### src/rtl/keypad_pkg.sv
// Shared constants, FSM state codes and line decoding for the 4x4 keypad scanner.
package keypad_pkg;

   localparam logic [3:0] C1   = 4'b0111;
   localparam logic [3:0] C2   = 4'b1011;
   localparam logic [3:0] C3   = 4'b1101;
   localparam logic [3:0] C4   = 4'b1110;
   localparam logic [3:0] IDLE = 4'b1111;

   localparam logic [1:0] SCAN     = 2'd0;
   localparam logic [1:0] DEBOUNCE = 2'd1;
   localparam logic [1:0] HOLD     = 2'd2;

   typedef struct packed {
      logic       valid;
      logic [1:0] idx;
   } line_dec_t;

   // A line pattern is valid only with exactly one low bit; ghosts and idle read as invalid.
   function automatic line_dec_t decode_line(input logic [3:0] v);
      line_dec_t d;
      d.valid = 1'b1;
      d.idx   = 2'd0;
      case (v)
         C1:      d.idx = 2'd0;
         C2:      d.idx = 2'd1;
         C3:      d.idx = 2'd2;
         C4:      d.idx = 2'd3;
         default: d.valid = 1'b0;
      endcase
      return d;
   endfunction

   function automatic logic [3:0] col_strobe(input logic [1:0] idx);
      logic [3:0] s;
      case (idx)
         2'd0:    s = C1;
         2'd1:    s = C2;
         2'd2:    s = C3;
         default: s = C4;
      endcase
      return s;
   endfunction

endpackage

### src/rtl/keypad_scan_ctrl_if.sv
// Key-code stream between the scanner (master) and its consumer (slave).
interface keypad_scan_ctrl_if #(parameter int W = 4);
   logic [W-1:0] key_code;
   logic         key_valid;
   logic         key_ready;

   modport master (output key_code, output key_valid, input key_ready);
   modport slave  (input key_code, input key_valid, output key_ready);
endinterface

### src/rtl/key_fifo.sv
// Show-ahead FIFO with valid/ready pop; head and valid come straight from registers.
module key_fifo #(
   parameter int DEPTH = 4,
   parameter int WIDTH = 4
) (
   input  logic             clk,
   input  logic             rst,
   input  logic             push,
   input  logic [WIDTH-1:0] push_data,
   output logic             full,
   output logic [WIDTH-1:0] head,
   output logic             valid,
   input  logic             ready
);
   localparam int AW = $clog2(DEPTH);

   logic [WIDTH-1:0] mem [DEPTH];
   logic [AW-1:0]    wptr;
   logic [AW-1:0]    rptr;
   logic [AW:0]      count;
   logic             do_push;
   logic             do_pop;

   assign valid   = (count != '0);
   assign full    = (count == (AW+1)'(DEPTH));
   assign head    = mem[rptr];
   assign do_pop  = valid && ready;
   // When full, a push is still accepted if the head leaves in the same cycle.
   assign do_push = push && (!full || do_pop);

   always_ff @(posedge clk) begin
      if (rst) begin
         for (int i = 0; i < DEPTH; i++) mem[i] <= '0;
         wptr  <= '0;
         rptr  <= '0;
         count <= '0;
      end else begin
         if (do_push) begin
            mem[wptr] <= push_data;
            wptr      <= wptr + 1'b1;
         end
         if (do_pop) rptr <= rptr + 1'b1;
         case ({do_push, do_pop})
            2'b10:   count <= count + 1'b1;
            2'b01:   count <= count - 1'b1;
            default: ;
         endcase
      end
   end

endmodule

### src/rtl/keypad_scan_ctrl.sv
// 4x4 keypad scanner: column strobing, row synchronisation, debounce FSM and key-code queue.
module keypad_scan_ctrl #(
   parameter int SCAN_DIV     = 1000,
   parameter int DEBOUNCE_CNT = 4,
   parameter int FIFO_DEPTH   = 4
) (
   input  logic               clk,
   input  logic               rst,
   input  logic               en,
   input  logic [3:0]         row,
   output logic [3:0]         col,
   output logic               pressed,
   output logic               overflow,
   input  logic               clr_ovf,
   keypad_scan_ctrl_if.master kif
);
   import keypad_pkg::*;

   localparam int CW = $clog2(SCAN_DIV);
   localparam int DW = $clog2(DEBOUNCE_CNT + 1);
   localparam logic [CW-1:0] DWELL_LAST = CW'(SCAN_DIV - 1);
   localparam logic [DW-1:0] DEB_LAST   = DW'(DEBOUNCE_CNT - 1);

   logic [3:0]    rs_meta;
   logic [3:0]    rs;
   logic [CW-1:0] dwell;
   logic [DW-1:0] deb;
   logic [1:0]    state;
   logic [1:0]    col_idx;
   logic [3:0]    cand;
   logic          push_q;
   logic          sample;
   logic          fifo_full;
   logic          drop;
   logic [3:0]    fifo_head;
   logic          fifo_valid;
   line_dec_t     rdec;

   assign rdec    = decode_line(rs);
   assign sample  = en && (dwell == DWELL_LAST);
   assign col     = en ? col_strobe(col_idx) : IDLE;
   assign pressed = (state == HOLD);

   always_ff @(posedge clk) begin
      if (rst) begin
         rs_meta <= IDLE;
         rs      <= IDLE;
      end else begin
         rs_meta <= row;
         rs      <= rs_meta;
      end
   end

   // Column stays frozen outside SCAN so that debounce and release look at the same key.
   always_ff @(posedge clk) begin
      if (rst || !en) begin
         state   <= SCAN;
         dwell   <= '0;
         deb     <= '0;
         col_idx <= 2'd0;
         cand    <= 4'd0;
         push_q  <= 1'b0;
      end else begin
         push_q <= 1'b0;
         dwell  <= sample ? '0 : dwell + 1'b1;
         if (sample) begin
            case (state)
               SCAN: begin
                  if (rdec.valid) begin
                     cand  <= {col_idx, rdec.idx};
                     deb   <= DW'(1);
                     state <= DEBOUNCE;
                  end else begin
                     col_idx <= col_idx + 2'd1;
                  end
               end
               DEBOUNCE: begin
                  if (rdec.valid && rdec.idx == cand[1:0]) begin
                     if (deb == DEB_LAST) begin
                        push_q <= 1'b1;
                        deb    <= '0;
                        state  <= HOLD;
                     end else begin
                        deb <= deb + 1'b1;
                     end
                  end else begin
                     deb     <= '0;
                     state   <= SCAN;
                     col_idx <= col_idx + 2'd1;
                  end
               end
               HOLD: begin
                  if (rdec.valid) begin
                     deb <= '0;
                  end else if (deb == DEB_LAST) begin
                     deb     <= '0;
                     state   <= SCAN;
                     col_idx <= col_idx + 2'd1;
                  end else begin
                     deb <= deb + 1'b1;
                  end
               end
               default: state <= SCAN;
            endcase
         end
      end
   end

   assign drop = push_q && fifo_full && !(fifo_valid && kif.key_ready);

   // A new drop outranks a simultaneous clear so no lost key goes unreported.
   always_ff @(posedge clk) begin
      if (rst)          overflow <= 1'b0;
      else if (drop)    overflow <= 1'b1;
      else if (clr_ovf) overflow <= 1'b0;
   end

   key_fifo #(
      .DEPTH(FIFO_DEPTH),
      .WIDTH(4)
   ) u_fifo (
      .clk       (clk),
      .rst       (rst),
      .push      (push_q),
      .push_data (cand),
      .full      (fifo_full),
      .head      (fifo_head),
      .valid     (fifo_valid),
      .ready     (kif.key_ready)
   );

   assign kif.key_code  = fifo_head;
   assign kif.key_valid = fifo_valid;

endmodule
### src/flat_wrapper.sv
// flat-port wrapper written by rule: the top's interface ports become plain ports
module keypad_scan_ctrl_flat import keypad_pkg::*;
#(
   parameter int SCAN_DIV     = 1000,
   parameter int DEBOUNCE_CNT = 4,
   parameter int FIFO_DEPTH   = 4
)
  (clk, rst, en, row, col, pressed, overflow, clr_ovf, kif_key_code, kif_key_valid, kif_key_ready);
  keypad_scan_ctrl_if kif_i ();
  input  logic clk;
  input  logic rst;
  input  logic en;
  input  logic [3:0] row;
  output logic [3:0] col;
  output logic pressed;
  output logic overflow;
  input  logic clr_ovf;
  output wire logic [$bits(kif_i.key_code)-1:0] kif_key_code;
  output wire logic [$bits(kif_i.key_valid)-1:0] kif_key_valid;
  input wire logic [$bits(kif_i.key_ready)-1:0] kif_key_ready;
  assign kif_key_code = kif_i.key_code;
  assign kif_key_valid = kif_i.key_valid;
  assign kif_i.key_ready = kif_key_ready;
  keypad_scan_ctrl #(.SCAN_DIV(SCAN_DIV), .DEBOUNCE_CNT(DEBOUNCE_CNT), .FIFO_DEPTH(FIFO_DEPTH)) u_core (.clk(clk), .rst(rst), .en(en), .row(row), .col(col), .pressed(pressed), .overflow(overflow), .clr_ovf(clr_ovf), .kif(kif_i));
endmodule
### config.mk
export PLATFORM = sky130hd
export DESIGN_NAME = keypad_scan_ctrl_flat
export DESIGN_NICKNAME = d
export VERILOG_FILES = /design/src/rtl/keypad_pkg.sv /design/src/rtl/keypad_scan_ctrl_if.sv /design/src/rtl/key_fifo.sv /design/src/rtl/keypad_scan_ctrl.sv /design/src/flat_wrapper.sv
export SDC_FILE = /design/constraint.sdc
export NUM_CORES = 1
export LEC_CHECK = 0
export CELL_PAD_IN_SITES_DETAIL_PLACEMENT = 1
export CELL_PAD_IN_SITES_GLOBAL_PLACEMENT = 1
export CORE_ASPECT_RATIO = 0.75
export CORE_UTILIZATION = 49
export DETAILED_ROUTE_END_ITERATION = 6
export GPL_TIMING_DRIVEN = 0
export PLACE_DENSITY_LB_ADDON = 0.1
export SYNTH_ARGS = -nofsm -noshare
export SYNTH_HDL_FRONTEND = slang
export SYNTH_SLANG_ARGS = --single-unit
### constraint.sdc
create_clock -name clk -period 5.4 [get_ports clk]
set_input_delay 0.54 -clock clk [delete_from_list [all_inputs] [get_ports clk]]
set_output_delay 0.54 -clock clk [all_outputs]
set_load 0.1 [all_outputs]
Word level (Yosys, flattened, before mapping)
Memory sizes are Yosys's and may differ from the RTL's. A register that Yosys moved wholly into a read port is not among the register bits. Index checks and enable logic that the tools add are counted.

Register bits: 38. RAM bits: 16. Input port bits: 9. Memories kept: 1.

Memories: u_core.u_fifo.mem (depth 4, bits a word 4, rd ports 1, clocked after memory_dff 1, wr ports 4, RTL line key_fifo.sv:17) `logic [WIDTH-1:0] mem [DEPTH];`.

Add/subtract/negate cells: 7. Eq/ne operators: 20. Mux-type cells: 34. Bitwise logic cells: 3. Reduce and logical (&&, ||, !) cells: 25.

Operators with widths (count): two-way mux 2 bit (12); one-hot mux 2 bit (3 select lines) (3); equality test 4 bit, second input constant (3); two-way mux 3 bit (4); one-hot mux 4 bit (3 select lines) (1); OR reduction 4 bit (3); adder 10 x 1 -> 10 bit, second input constant (1); equality test 10 bit, second input constant (1); two-way mux 1 bit (10); one-hot mux 3 bit (3 select lines) (1); two-way mux 4 bit (2); adder 2 x 1 -> 2 bit, second input constant (3); adder 3 x 1 -> 3 bit, second input constant (2); equality test 2 x 1 -> 1 bit, second input constant (3); equality test 2 bit, second input constant (3); logical AND 1 bit (6); != test 2 bit, second input constant (3); one-hot mux 3 bit (2 select lines) (1); AND reduction 3 bit (2); AND reduction 6 bit (1); nonzero test 3 bit (2); AND reduction 5 bit (1); equality test 4 x 3 -> 1 bit, second input constant (1); logical NOT 2 bit (2); 11 further kinds (18).

Depth between registers and ports, before layout
Depth in word-level cells: 9. Mapped depth: 9. Gate-level depth less buffers: 9.

By module
A second synthesis with hierarchy kept.

Cell total of the unflattened synthesis: 258. Area total of the unflattened synthesis: 2790.2 um2.

Modules (own cells, without submodules): keypad_scan_ctrl (instances 1, cells each 168, area each 1641.6 um2, sequential area each 620.6 um2); key_fifo (instances 1, cells each 90, area each 1148.6 um2, sequential area each 660.6 um2).

Least setup slack after synthesis
No wires, ideal clock.

Path type: register to register. Start point: register u_core.u_fifo.count[0]. End point: register u_core.u_fifo.count[2]. Library setup time: 0.071 ns. Data arrival time: 2.590 ns. Path slack: 2.739 ns. Stages on the path, launching flop included: 9. Cells stage by stage: dfxtp_1 -> or3_1 -> and2_1 -> ha_1 -> inv_1 -> fa_1 -> xor2_1 -> or3_1 -> a21oi_1.

Word-level cells in the longest chain between the ends: 6. Elaborated cells on any way between the ends: 12.

Ends and longest elaborated chain: start, declared (RTL line key_fifo.sv:20) `logic [AW:0] count;`; start signal, assigned (RTL line key_fifo.sv:44) `2'b10: count <= count + 1'b1;`; start signal, assigned (RTL line key_fifo.sv:45) `2'b01: count <= count - 1'b1;`; nonzero test 3 bit * (RTL line key_fifo.sv:24) `assign valid = (count != '0);`; via kif_key_valid (RTL line flat_wrapper.sv:19) `output wire logic [$bits(kif_i.key_valid)-1:0] kif_key_valid;`; logical AND 1 bit * (RTL line key_fifo.sv:27) `assign do_pop = valid && ready;`; via u_core.u_fifo.do_pop (RTL line key_fifo.sv:22) `logic do_pop;`; logical OR 1 bit (RTL line key_fifo.sv:29) `assign do_push = push && (!full || do_pop);`; logical AND 1 bit (RTL line key_fifo.sv:29); equality test 2 x 1 -> 1 bit or equality test 2 bit (tied branches) (RTL line key_fifo.sv:43) `case ({do_push, do_pop})`; one-hot mux 3 bit (2 select lines) or nonzero test 2 bit (tied branches).

Mark *: on every way through the listed nets, which the timed path passes. The rest lies on a longest branch. A chain may end at the register's enable or synchronous reset.

Final worst setup path
Start point: input port en. End point: output port col[0].

Word-level cells in the longest chain between the ends: 1.

Ends and longest elaborated chain: start, declared (RTL line flat_wrapper.sv:12) `input logic en;`; two-way mux 4 bit (RTL line keypad_scan_ctrl.sv:41) `assign col = en ? col_strobe(col_idx) : IDLE;`; end, declared (RTL line flat_wrapper.sv:14) `output logic [3:0] col;`.

No other way between the ends.

==> results.md <==
- Status: completed
- Worst vdd ir: 0.000139 V
- Max-cap violations: 0
- Worst EP required: 4.86 ns
- Via Count: 1816
- Clock sink count: 56
- Slew HR: 33.6%
- Crit Path Class: in -> out
- Leading cell type in the layout, fill and taps excluded: dfxtp_1
- Worst Hold Class: reg -> reg
- Power Density: 253 nW/um2
- Input/output buffers: 19
- Element type at the critical path start: input pin
- TritonCTS clock tree: done
- Worst hold path cell count: 1
- #FFs+latches synth: 56
- Reg2reg start: u_core.u_fifo.count[0]
- First-pass GRT wire length: 8910 um
- Drt initial violations: 85
- Syn avg cell area: 10.2 um2
- Most frequent cells in the layout: 40 x dfxtp_1, 35 x nor2_1, 21 x nand2_1
- Die width: 85.4 um
- Max Buffers Root-to-Sink: 2
- CTS clk-pin slew, worst paths: 0.11 ns
- Final Net Count: 298
- Synth unique cells: 43
- Die H: 64.6 um
- Setup bufs post-CTS: 0
- Die area: 5510 um2
- Mapped cell area: 2560 um2
- Growth of design area from synthesis to finish: 14.1%
- Final core utilization: 58.9%
- Leak: 1.07 nW
- Clk_skew: 0.00791 ns
- CTS resizes: 0
- Yosys warns: 0
- Worst skew pair latency: 0.31 ns
- Multi-input logic area: 1180 um2
- Initial antenna violation count: 0
- Destination of the worst hold path: u_core.rs[0]
- Crit path DAT: 2.38 ns
- Final wirelength: 5200 um
- Post-Syn Instances: 251
- Asr flop ratio synth: 0%
- Setup TNS: 0 ns
- Critical Path End Type: primary output
- CORE AREA: 4950 um2
- ANT cells: 0
- Reg area: 1280 um2
- Final max-slew violation count: 0
- Total CTS buffers: 5
- FILL cells: 559
- DRC viols: 0
- Vias in the first global route: 1861
- Hold Buf Count CTS: 0
- Sequential area share after synthesis: 50.1%
- Initial Util: 51.6%
- Via/cell ratio: 5.37
- Final Setup Violations: 0
- Pre-Repair DR Iteration Count: 4
- Final Hold Vio Count: 0
- Largest net degree at the start of global routing: 20
- Wire per inst: 15.4 um
- Global route total overflow: 0
- Synth Flop Type: dfxtp_1
- Max Fclk: 343 MHz
- Routed Antenna Nets: 0
- Post-synth EDFFs: 16
- Worst Tran Pin Value: 0.994 ns
- Max Fanout on Critical Path: 7
- Worst R2R Path Depth: 9
- RD Place Congestion: 0.772
- Row count: 22
- Htree depth: 2
- Fin crit share: 54.0%
- Overall Global Routing Usage: 20.8%
- Post-layout min period: 2.92 ns
- FF-to-FF setup slack: 2.78 ns
- HPWL Detailed: 3940 um
- Crit Reg-Reg Endpoint: u_core.u_fifo.count[2]
- Synth Net Count: 272
- CTS root buf: clkbuf_8
- Hold path start: u_core.rs_meta[0]
- IO Pins: 20
- Fraction of layout cells with a size suffix above 1: 10.4%
- RSZ-0062 raised after global routing: no
## sequential cells by signal (all words and copies together), names as in the netlist, named ones only
name                 cells
u_core.cand              4
u_core.u_fifo.mem       16
u_core.col_idx           2
u_core.u_fifo.wptr       2
u_core.deb               3
u_core.rs                4
u_core.u_fifo.rptr       2
u_core.u_fifo.count      3
u_core.state             2
u_core.push_q            1
u_core.overflow          1
u_core.rs_meta           4
u_core.dwell            10
## routing by layer
| metal | vias to the layer above | global-route usage, % | routed length [um] |
|---|---|---|---|
| met4 | 0 | 4.38 | 25 |
| met5 | - | 0 | 0 |
| li1 | 919 | - | - |
| met2 | 23 | 36.4 | 2490 |
| met3 | 4 | 3.82 | 141 |
| met1 | 870 | 27.1 | 2540 |
## how the worst max path moves through the flow
stage	start	end	depth (start not counted)
6_report	en	col[0]	3
5_1_grt	kif_key_ready	u_core.u_fifo.count[2]	10
4_1_cts	en	col[0]	3
3_5_place_dp	kif_key_ready	u_core.u_fifo.count[2]	10
3_3_place_gp	kif_key_ready	u_core.u_fifo.count[2]	10
2_1_floorplan	u_core.u_fifo.count[0]	u_core.u_fifo.count[2]	8
## where the power goes
group | switching [mW] | internal [mW] | total [mW]
clock network | 0.147 | 0.0960 | 0.243
registers | 0.00391 | 0.440 | 0.444
logic | 0.0324 | 0.0175 | 0.0499
## worst max-delay path, stage by stage
cell	delay, ns
clkdlybuf4s50_1	0.53
nand2_1	0.15
clkdlybuf4s50_1	1.16
## logic make-up after synthesis
group           share of synthesized area [%]
simple gates                             21.4
flops                                    50.1
compound gates                           8.91
buf+inv                                  3.57
xor+xnor                                 5.14
fa+ha+maj                                6.17
mux                                      4.70
## per-stage QoR
step / cell area (um2) / hold WS [ns] / setup slack, ns / total power, mW / instances
after floorplan: 2560 / 0.389 / 2.74 / 0.487 / 251
after global placement: 2820 / 0.392 / 2.30 / 0.503 / 330
after detailed placement: 2820 / 0.399 / 2.22 / 0.504 / 330
after CTS: 2920 / 0.418 / 2.47 / 0.746 / 338
after global routing: 2920 / 0.432 / 2.38 / 0.766 / 338
final: 2920 / 0.412 / 2.48 / 0.738 / 338
## cells in the mapped netlist (2+ instances only)
master	number	area, um2
nand2_1	21	78.8
a211oi_1	5	37.5
or2_2	9	56.3
nand4b_1	4	35.0
xor2_1	8	70.1
ha_1	11	138
mux2i_1	3	30.0
xnor2_1	7	61.3
or3_1	3	18.8
mux4_2	4	90.1
nor2b_1	4	25.0
and2_1	6	37.5
clkbuf_1	6	22.5
o22ai_1	2	12.5
nand2b_1	3	18.8
nor2_1	35	131
and3_2	2	15.0
dfxtp_1	40	801
nand3_1	6	30.0
edfxtp_1	16	480
nor3_1	3	15.0
and3_1	4	25.0
o21ai_0	5	25.0
a21oi_1	7	35.0
a211o_1	2	17.5
inv_1	14	52.6
o21bai_1	2	15.0
nand4_1	4	25.0
## layout make-up
class / count / area share [%]
timing repair buffer: 19 / 6.52
buffer: 8 / 1.33
multi-input combinational: 173 / 40.6
clock inverter: 3 / 0.901
tap: 60 / 2.57
inverter: 14 / 1.80
clock buffer: 5 / 2.36
sequential: 56 / 43.9
Note: power is estimated with default switching activity, not from simulation.
==> variant 1: new RTL, same settings <==
Put one more register stage on the output `overflow`, without a reset. The value now appears one clock later. The other outputs are not delayed to match.
--- a/src/rtl/keypad_scan_ctrl.sv
+++ b/src/rtl/keypad_scan_ctrl.sv
@@ -20,6 +20,8 @@
    localparam int DW = $clog2(DEBOUNCE_CNT + 1);
    localparam logic [CW-1:0] DWELL_LAST = CW'(SCAN_DIV - 1);
    localparam logic [DW-1:0] DEB_LAST   = DW'(DEBOUNCE_CNT - 1);
+
+   logic overflow_s0;
 
    logic [3:0]    rs_meta;
    logic [3:0]    rs;
@@ -110,9 +112,9 @@
 
    // A new drop outranks a simultaneous clear so no lost key goes unreported.
    always_ff @(posedge clk) begin
-      if (rst)          overflow <= 1'b0;
-      else if (drop)    overflow <= 1'b1;
-      else if (clr_ovf) overflow <= 1'b0;
+      if (rst)          overflow_s0 <= 1'b0;
+      else if (drop)    overflow_s0 <= 1'b1;
+      else if (clr_ovf) overflow_s0 <= 1'b0;
    end
 
    key_fifo #(
@@ -132,4 +134,8 @@
    assign kif.key_code  = fifo_head;
    assign kif.key_valid = fifo_valid;
 
+   always_ff @(posedge clk) begin
+      overflow <= overflow_s0;
+   end
+
 endmodule
Check against the original RTL: same outputs for any inputs over 10 cycles, from zero or initial values and one cycle with rst high; that may be too few to reach the edited logic, so the function may still have changed.
==> variant 1 against the unedited design <==
  * Cell area is 5.0% higher
  * Sequential cell count is 1 higher
  * Via count is 2.0% higher
  * Power is 22% higher
  * Setup slack better by 0.014 ns
  * First-iteration DRC count is 49% lower
  * Synthesized cell count is 0.40% higher
  * Maximum frequency is 0.48% higher
  * Register-to-register slack better by 0.07 ns
  * Routed wire length is 0.96% lower
  * Synthesized area is 0.78% higher
  * Critical endpoint unchanged
  * Highest routed layer unchanged
==> variant 1: results <==
group,metric,value,unit
routing,dr_wl_met3,194,um
run_status,status,"finished, final reports clean",
routing,met1_length,2.584,mm
place,place_worst_setup_slack,2.295,ns
global_routing,grt_start_max_net_pins,11,
final_layout,nFlopsAndLatches,57,
sta,timing.final.crit_period,2.903,ns
power_and_ir_drop,vdd.ir_drop.worst,0.1597,mV
final_layout,buffer_area_share,7.479,%
logic_synthesis,synthArstFlopShare,0,%
setup_path,worstPathArrival,2.36,ns
final_layout,fin_nets,303,
final_layout,clk_share,6.702,%
final_layout,seq_share,42.50,%
power_and_ir_drop,p_leak,0.001132,uW
logic_synthesis,netlist_instances,252,
place,gp_congestion,0.7404,
place,placed_cell_area,2856,um2
global_routing,grt_pass1_wl,8.756,mm
global_routing,gr-usage-met3,7.261,%
routing,drt_iter0_drc,43,
logic_synthesis,synth_nets,273,
clocking,numCtsBuffers,9,
logic_synthesis,ys_top_cells_by_area,"dfxtp_1, edfxtp_1, ha_1, nor2_1, mux4_2",
final_layout,clkbuf_count,11,
clocking,root_buffer,"clkbuf_8",
worst_hold_path,whs_path_depth,0,
worst_hold_path,whs_endpoint,"u_core.overflow",
logic_synthesis,syn_area_per_cell,10.22,um2
global_routing,grt_use_total,21.12,%
place,hpwl,3.804,mm
global_routing,grtUsageMet1,26.75,%
routing,dr_wl_met2,2.301,mm
worst_hold_path,hp-start,"u_core.overflow_s0",
setup_path,rrSetupSlack,2.85,ns
setup_path,reg2reg_from,"u_core.u_fifo.count[0]",
sta,whs,0.3548,ns
sta,relSlewSlack,34.93,%
place,place_inst,343,
final_layout,final_util,61.45,%
logic_synthesis,seq_area_frac_synth,50.51,%
clocking,htreeDepth,3,
clocking,clk_latency,0.33,ns
final_layout,fillers,565,
routing,wl,5.146,mm
final_layout,layout.cells.non_filler,359,
final_layout,drive_gt1_share,12.20,%
sta,skew,0.01000,ns
logic_synthesis,ys_top_cells_by_count,"dfxtp_1, nor2_1, nand2_1, edfxtp_1, inv_1",
power_and_ir_drop,netSwitchingFraction,22.27,%
clocking,clk_pin_slew,0.06,ns
routing,vias_per_cell,5.162,
global_routing,globalRouteMet2Util,33.50,%
## variant 1: changes by cell type in the layout (fill, tap and decap cells not counted)
cell,delta
clkbuf_8,+6
inv_8,-1
clkinv_1,+2
dfxtp_1,+1
bufinv_16,+1
inv_4,-1
clkinvlp_4,+1
## variant 1: power by group through the flow
stage               clock (uW)  combinational [uW]  sequential [uW]
floorplan                    0                34.2              460
global placement             0                49.1              461
detailed placement           0                50.3              462
CTS                        411                50.5              452
global route               430                53.9              453
finish                     400                50.2              452
## variant 1: kinds of logic after synthesis
family / count (synthesis) / synth area share, %
AOI/OAI and AO/OA: 31 / 8.840
buffers and inverters: 22 / 3.545
adders and majority gates: 12 / 6.119
DFF: 57 / 50.51
muxes: 7 / 4.663
and+or+nand+nor: 108 / 21.22
xor gates and xnor gates: 15 / 5.100
## variant 1: worst max-delay path, stage by stage
cell	delay, ns
clkdlybuf4s50_1	0.53
nand2_1	0.15
clkdlybuf4s50_1	1.14
==> variant 2: new RTL, same settings <==
Made on the original files. `FIFO_DEPTH` is set to 4 in 2 places; all go to 8.
--- a/src/rtl/keypad_scan_ctrl.sv
+++ b/src/rtl/keypad_scan_ctrl.sv
@@ -2,7 +2,7 @@
 module keypad_scan_ctrl #(
    parameter int SCAN_DIV     = 1000,
    parameter int DEBOUNCE_CNT = 4,
-   parameter int FIFO_DEPTH   = 4
+   parameter int FIFO_DEPTH   = 8
 ) (
    input  logic               clk,
    input  logic               rst,
--- a/src/flat_wrapper.sv
+++ b/src/flat_wrapper.sv
@@ -3,7 +3,7 @@
 #(
    parameter int SCAN_DIV     = 1000,
    parameter int DEBOUNCE_CNT = 4,
-   parameter int FIFO_DEPTH   = 4
+   parameter int FIFO_DEPTH   = 8
 )
   (clk, rst, en, row, col, pressed, overflow, clr_ovf, kif_key_code, kif_key_valid, kif_key_ready);
   keypad_scan_ctrl_if kif_i ();
Formal check against the unedited RTL: no difference found for any inputs over 10 cycles, from zero or initial values and one cycle with rst high; that may be too few to reach the edited logic, so the function may still have changed.
==> variant 2 against the unedited design <==
  * Synthesized area up 39%
  * Setup slack worse by 0.61 ns
  * Sequential cell count up 20
  * Register-to-register slack worse by 0.12 ns
  * Sequential share of layout area up 1.3 points
  * Routed wire length up 37%
  * Power up 49%
  * Cell area up 40%
  * Largest power group unchanged
==> variant 2: results <==
group,metric,value,unit
worst_hold_path,hp-start,"u_core.rs_meta[1]",
clocking,htreeDepth,3,
routing,dr_wl_met2,3.468,mm
power_and_ir_drop,p_leak,0.001482,uW
logic_synthesis,ys_top_cells_by_count,"dfxtp_1, and2_1, nor2_1, edfxtp_1, nand2_1",
logic_synthesis,synth_compound_area_share,4.072,%
global_routing,grtUsageMet1,26.10,%
setup_path,worstPathArrival,2.99,ns
routing,wl_per_cell,15.43,um
logic_synthesis,synth_fa_ha_area_share,4.914,%
clocking,clk_pin_slew,0.08,ns
sta,relSlewSlack,34.87,%
final_layout,fin_nets,382,
place,place_worst_setup_slack,2.165,ns
routing,drt_iter0_drc,60,
run_status,status,"finished, final reports clean",
logic_synthesis,ys_top_cells_by_area,"edfxtp_1, dfxtp_1, and2_1, mux4_2, ha_1",
final_layout,multi_input_area_share,40.12,%
global_routing,gr-usage-met3,5.872,%
clocking,clk_latency,0.34,ns
power_and_ir_drop,vdd.ir_drop.worst,0.1158,mV
place,placed_cell_area,3877,um2
sta,skew,0.007702,ns
place,hpwl,5.204,mm
final_layout,n_all_buffers,33,
final_layout,syn2layout_area_growth,14.18,%
logic_synthesis,synth-edff-count,32,
logic_synthesis,seq_area_frac_synth,51.67,%
clocking,numCtsBuffers,9,
logic_synthesis,synth_cell_types,47,
final_layout,clk_share,4.734,%
logic_synthesis,synth_nets,352,
final_layout,multi_input_gates,230,
global_routing,grt_start_max_net_pins,13,
place,place_inst,446,
setup_path,reg2reg_depth,11,
sta,whs,0.4151,ns
routing,vias_per_cell,5.247,
[variant 2: cell types whose count changed after synthesis, sizes merged, moves of 4 or more]
cell / change
and2: +28
edfxtp: +16
or2: +8
inv: -5
nor3: +5
dfxtp: +4
mux2: +4
mux4: +4
nand2: +4
or3b: +4
[variant 2: worst max-delay path: stages, from the launching register on]
cell             delay, ns
dfxtp_1               0.31
clkbuf_1              0.49
mux4_2                0.59
mux2_2                0.28
clkdlybuf4s50_1       0.97
[variant 2: power groups by stage]
stage	sequential (uW)	combinational (uW)	clock (uW)
floorplan	628	42.1	0
global placement	631	58.6	0
CTS	619	60.8	432
finish	619	59.8	422
detailed placement	632	60.5	0
global route	621	64.4	456
[variant 2: cells by family after synthesis]
logic type,after synthesis
AOI/OAI and AO/OA,22
xor gates and xnor gates,19
buffers and inverters,23
DFF,76
and+or+nand+nor,157
adders and majority gates,14
muxes,18
